<file path="src/rtl/fetch_pkg.sv">
// Shared definitions for the instruction fetch controller.
package fetch_pkg;

    localparam int unsigned PC_WIDTH_DEF   = 20;
    localparam int unsigned INSN_WIDTH_DEF = 16;

    typedef enum logic [1:0] {
        IDLE    = 2'd0,
        FETCH   = 2'd1,
        DELIVER = 2'd2
    } fetch_state_e;

endpackage

</file>
<file path="src/rtl/fetch_ctrl.sv">
// Instruction fetch controller: one outstanding memory read, IR register and
// decode handshake, with branch redirect and halt at instruction boundaries.
module fetch_ctrl
    import fetch_pkg::*;
#(
    parameter int unsigned         PC_WIDTH   = PC_WIDTH_DEF,
    parameter int unsigned         INSN_WIDTH = INSN_WIDTH_DEF,
    parameter logic [PC_WIDTH-1:0] RESET_PC   = '0
) (
    input  logic                  clock,
    input  logic                  reset,
    input  logic                  halt,
    input  logic                  redirect,
    input  logic [PC_WIDTH-1:0]   redirect_pc,
    output logic                  mem_req,
    output logic [PC_WIDTH-1:0]   mem_addr,
    input  logic                  mem_ack,
    input  logic [INSN_WIDTH-1:0] mem_rdata,
    output logic                  insn_valid,
    input  logic                  insn_ready,
    output logic [INSN_WIDTH-1:0] insn,
    output logic [PC_WIDTH-1:0]   insn_pc,
    output logic                  busy
);

    fetch_state_e          state, state_next;
    logic [PC_WIDTH-1:0]   pc, pc_next;
    logic                  pend_valid, pend_valid_next;
    logic [PC_WIDTH-1:0]   pend_pc, pend_pc_next;
    logic [INSN_WIDTH-1:0] insn_next;
    logic [PC_WIDTH-1:0]   insn_pc_next;
    logic                  insn_valid_next;
    logic                  mem_req_next;
    logic                  busy_next;

    // The request address is the PC itself; PC only moves on ack, so it is stable.
    assign mem_addr = pc;

    // State and datapath registers.
    always_ff @(posedge clock) begin
        if (reset) begin
            state      <= IDLE;
            pc         <= RESET_PC;
            pend_valid <= 1'b0;
            pend_pc    <= '0;
            insn       <= '0;
            insn_pc    <= '0;
            insn_valid <= 1'b0;
            mem_req    <= 1'b0;
            busy       <= 1'b0;
        end else begin
            state      <= state_next;
            pc         <= pc_next;
            pend_valid <= pend_valid_next;
            pend_pc    <= pend_pc_next;
            insn       <= insn_next;
            insn_pc    <= insn_pc_next;
            insn_valid <= insn_valid_next;
            mem_req    <= mem_req_next;
            busy       <= busy_next;
        end
    end

    // Next-state and next-register logic.
    always_comb begin
        state_next      = state;
        pc_next         = pc;
        pend_valid_next = pend_valid;
        pend_pc_next    = pend_pc;
        insn_next       = insn;
        insn_pc_next    = insn_pc;
        insn_valid_next = insn_valid;

        case (state)
            IDLE: begin
                if (redirect) pc_next = redirect_pc;
                if (!halt)    state_next = FETCH;
            end
            FETCH: begin
                if (mem_ack) begin
                    if (redirect || pend_valid) begin
                        // Returned word belongs to the old path: drop it and refetch.
                        pc_next         = redirect ? redirect_pc : pend_pc;
                        pend_valid_next = 1'b0;
                    end else begin
                        insn_next       = mem_rdata;
                        insn_pc_next    = pc;
                        pc_next         = pc + PC_WIDTH'(1);
                        insn_valid_next = 1'b1;
                        state_next      = DELIVER;
                    end
                end else if (redirect) begin
                    pend_valid_next = 1'b1;
                    pend_pc_next    = redirect_pc;
                end
            end
            DELIVER: begin
                if (redirect || insn_ready) begin
                    insn_valid_next = 1'b0;
                    if (redirect) pc_next = redirect_pc;
                    state_next = halt ? IDLE : FETCH;
                end
            end
            default: state_next = IDLE;
        endcase

        mem_req_next = (state_next == FETCH);
        busy_next    = (state_next != IDLE);
    end

endmodule

</file>
<file path="config.mk">
export PLATFORM = sky130hd
export DESIGN_NAME = fetch_ctrl
export DESIGN_NICKNAME = d
export VERILOG_FILES = /design/src/rtl/fetch_pkg.sv /design/src/rtl/fetch_ctrl.sv
export SDC_FILE = /design/constraint.sdc
export NUM_CORES = 1
export LEC_CHECK = 0
export ABC_AREA = 0
export CAP_MARGIN = 20
export CORE_UTILIZATION = 50
export CTS_CLUSTER_DIAMETER = 120
export CTS_CLUSTER_SIZE = 25
export DETAILED_ROUTE_END_ITERATION = 16
export PLACE_DENSITY = 0.95
export SKIP_LAST_GASP = 1
export SLEW_MARGIN = 0
export SYNTH_ARGS = -nofsm -noshare
export SYNTH_HDL_FRONTEND = slang
export SYNTH_SLANG_ARGS = --single-unit
</file>
<file path="constraint.sdc">
create_clock -name clock -period 3.3 [get_ports clock]
set_clock_uncertainty 0.05 [all_clocks]
set_input_delay 0.66 -clock clock [delete_from_list [all_inputs] [get_ports clock]]
set_output_delay 0.66 -clock clock [all_outputs]
set_load 0.01 [all_outputs]
</file>
==> metrics.md <==
| Metric | Value |
|---|---|
| Status | `finished, final reports clean` |
| Drt pass-1 iters | `5` |
| CP endpoint kind | `flop` |
| Row count | `30` |
| Post-synth net total | `approximately 500` |
| Post-synthesis sequential area ratio | `a little under half` |
| Final setup violation count | `0` |
| Wirelength per Cell | `15.19 um` |
| Tot GR Track Use | `between 20 and 30%` |
| FF+latch count, synth | `just over 80` |
| Worst reg2reg path endpoint | `mem_addr[16]` |
| Final worst setup slack | `a little over 0.9 ns` |
| Area grow syn2layout | `36.56%` |
| Clock buffer depth | `2` |
| Nets | `about 600` |
| Total power | `0.002255 W` |
| Placed cell count | `~650` |
| Post-Route Setup TNS | `0 ns` |
| Hold Vio Cnt, Final | `0` |
| Vias in the first global route | `3440` |
| Worst IR Drop VDD | `~0.29 mV` |
| Max FO, Critical Path | `16` |
| Clock slew at reported path FFs | `roughly 0.08 ns` |
| Worst R2R Path Depth | `5` |
| Antenna Nets Post-Route | `0` |
| Die height | `between 80 and 90 um` |
| Vias | `3738` |
| First-pass GRT wire length | `~16000 um` |
| DRT iter0 DRCs | `around 310` |
| GRT overflow | `0` |
| Worst reg2reg startpoint | `mem_addr[1]` |
| Final std cells w/o fill | `approximately 660` |
| CTS sink cnt | `82` |
| Post-synth EDFFs | `0` |
| Port-buffer cells | `100` |
| TritonCTS buffer count | `9` |
| Hold buffers post-CTS | `0` |
| Setup crit end | `mem_addr[5]` |
| P per Cell Area | `between 400 and 500 mW/mm^2` |
| Die extent in x | `87.10 um` |
| Slew Limit Fails | `0` |
| Largest net degree at the start of global routing | `37` |
| Worst Tran Pin Value | `between 0.7 and 0.8 ns` |
| Hold Path Stages | `2` |
| Unrepaired setup endpoints after global routing | `false` |
| Tmin final | `2.390 ns` |
| Setup crit start | `mem_ack` |
| Crit path DAT | `around 2.6 ns` |
| Post_cts resized | `0` |
| Crit share post-route | `just over 70%` |
| Post-synth ARST share | `0%` |
| Diodes inserted | `0` |
| Area leader, netlist | `dfxtp_1` |
| Share of the synthesized area in the top cell type | `between 40% and 50%` |
| Ports | `approximately 100` |
| Crit-path slowest cell | `clkdlybuf4s50_1` |
| Fin Hold WS | `between 0.4 and 0.5 ns` |
| Vias per inst | `around 5.6` |
| Crit path required time | `around 3.5 ns` |
| Synth cell types | `46` |
| Clock root cell | `clkbuf_8` |
| Maximum clock frequency | `418.4 MHz` |
| Crit path largest cell delay | `roughly 0.55 ns` |
| Cell area after synthesis | `between 0.003 and 0.004 mm^2` |
| Share of post-route cells with drive strength above 1 | `under 10%` |
| Worst skew pair latency | `around 0.35 ns` |
| Die ar. | `between 0.007 and 0.008 mm^2` |
| Total Wirelength | `10070 um` |
| Crit start category | `input pin` |
| TritonCTS clock tree | `built` |
| Core Region | `0.006907 mm^2` |
| Primary FF master, synth | `dfxtp_1` |
| DP HPWL | `7109 um` |
| Worst slack, placed | `about 0.62 ns` |
| Crit path cell chain | `clkdlybuf4s50_1 > and3b_1 > a21o_1 > o21ai_0 > a221o_1 > a31oi_1` |
| Synth warnings | `0` |
| Synth Area per Inst | `7.672 um^2` |
| Initial Util | `52.43%` |
| Syn Inst Count | `about 470` |
| # Post-CTS Setup Buffers | `0` |
| Slew HR | `between 40% and 50%` |
| Synth area leaders | `dfxtp_1 (45%), nand2_1 (14%), a21oi_1 (10%)` |
| Initial antenna violation count | `0` |
| RD Place Congestion | `~0.89` |
| Hold crit path type | `flop to flop` |
| Maxcap violations | `0` |
| DRC | `0` |
| Worst reg-to-reg setup slack | `0.95 ns` |
| H-tree levels | `3` |
| WS Path Type | `input pin to flop` |
| Leak | `about 1.7 nW` |
[cells by family (layout without fill, tap and decap cells)]
logic type	Yosys count	in the layout	synth area share, %
xor+xnor	8	8	1.935
mux	5	5	1.382
buf+inv	44	139	4.976
flops	82	82	45.34
compound gates	132	132	21.91
fa+ha+maj	1	1	0.3455
simple gates	200	200	24.12
[worst min path at each step]
stage           startpoint     endpoint  slack, ns
6_report       pend_pc[12]  pend_pc[12]       0.40
5_1_grt        insn_pc[12]  insn_pc[12]       0.42
4_1_cts         pend_pc[5]   pend_pc[5]       0.40
3_5_place_dp   pend_pc[12]  pend_pc[12]       0.40
3_3_place_gp   pend_pc[16]  pend_pc[16]       0.39
2_1_floorplan  pend_pc[10]  pend_pc[10]       0.38
[metal layers]
layer  routed length (um)  track usage, %  vias up  share of wire, %
met1                 4426           35.78     1723                44
met3                  818           5.687       23               8.1
met4                  232           13.56        0               2.3
met2                 4594           43.95      180                46
li1                     -               -     1812                 -
met5                    0               0        -                 0
[cell usage in the layout (no fill, tap or decap), types with 8 or more instances in the layout]
master,Yosys,routed
nand2_1,135,135
clkdlybuf4s50_1,0,99
dfxtp_1,82,82
a21oi_1,74,74
nor2_1,19,19
o21ai_0,17,17
buf_4,0,17
clkbuf_8,0,12
a211oi_1,10,10
nor3_1,9,9
inv_1,8,8
[per-stage QoR]
| stage | instance area (um^2) | utilization (%) |
|---|---|---|
| final | 4945 | 71.59 |
| after global routing | 4945 | 71.59 |
| after CTS | 4945 | 71.59 |
| after detailed placement | 4720 | 68.33 |
| after global placement | 4720 | 68.33 |
| after floorplan | 3621 | - |
[worst max-delay path, delay by kind of cell]
kind,cells,cell delay [ns]
and+or+nand+nor,1,0.29
buffers and inverters,1,0.55
AOI/OAI and AO/OA,4,1.13
[layout make-up]
cell class                      instances  area [um^2]
Multi-Input combinational cell        346         1804
Timing Repair Buffer                  117         1124
Inverter                                8        30.03
Tap cell                               96        120.1
Fill cell                             559         1962
Sequential cell                        82         1642
Clock buffer                           12        165.2
Clock inverter                          2        60.06
[Yosys cell counts (3+ instances only)]
| master | n |
|---|---|
| nand2_1 | 135 |
| dfxtp_1 | 82 |
| a21oi_1 | 74 |
| clkbuf_1 | 22 |
| nor2_1 | 19 |
| o21ai_0 | 17 |
| buf_2 | 12 |
| a211oi_1 | 10 |
| nor3_1 | 9 |
| inv_1 | 8 |
| nand3_1 | 7 |
| nand3b_1 | 7 |
| nand4_1 | 7 |
| o211ai_1 | 6 |
| mux2i_1 | 5 |
| a311oi_1 | 4 |
| xnor2_1 | 4 |
| xor2_1 | 4 |
| a21o_1 | 3 |
| a221oi_1 | 3 |
[where the power goes]
group | internal (W) | leakage (nW) | total (W) | switching [W]
clock | 0.000480 | 0.115 | 0.000819 | 0.000339
sequential | 0.00103 | 0.667 | 0.00109 | 0.0000554
combinational | 0.000175 | 0.889 | 0.000348 | 0.000174
total | 0.00169 | 1.67 | 0.00225 | 0.000568
[registers in the layout (all words and copies together) (netlist names)]
signal,flops
mem_addr,20
pend_pc,20
busy,1
insn,16
mem_req,1
pend_valid,1
insn_pc,20
insn_valid,1
state,2
Note: power is estimated with default switching activity, not from simulation.
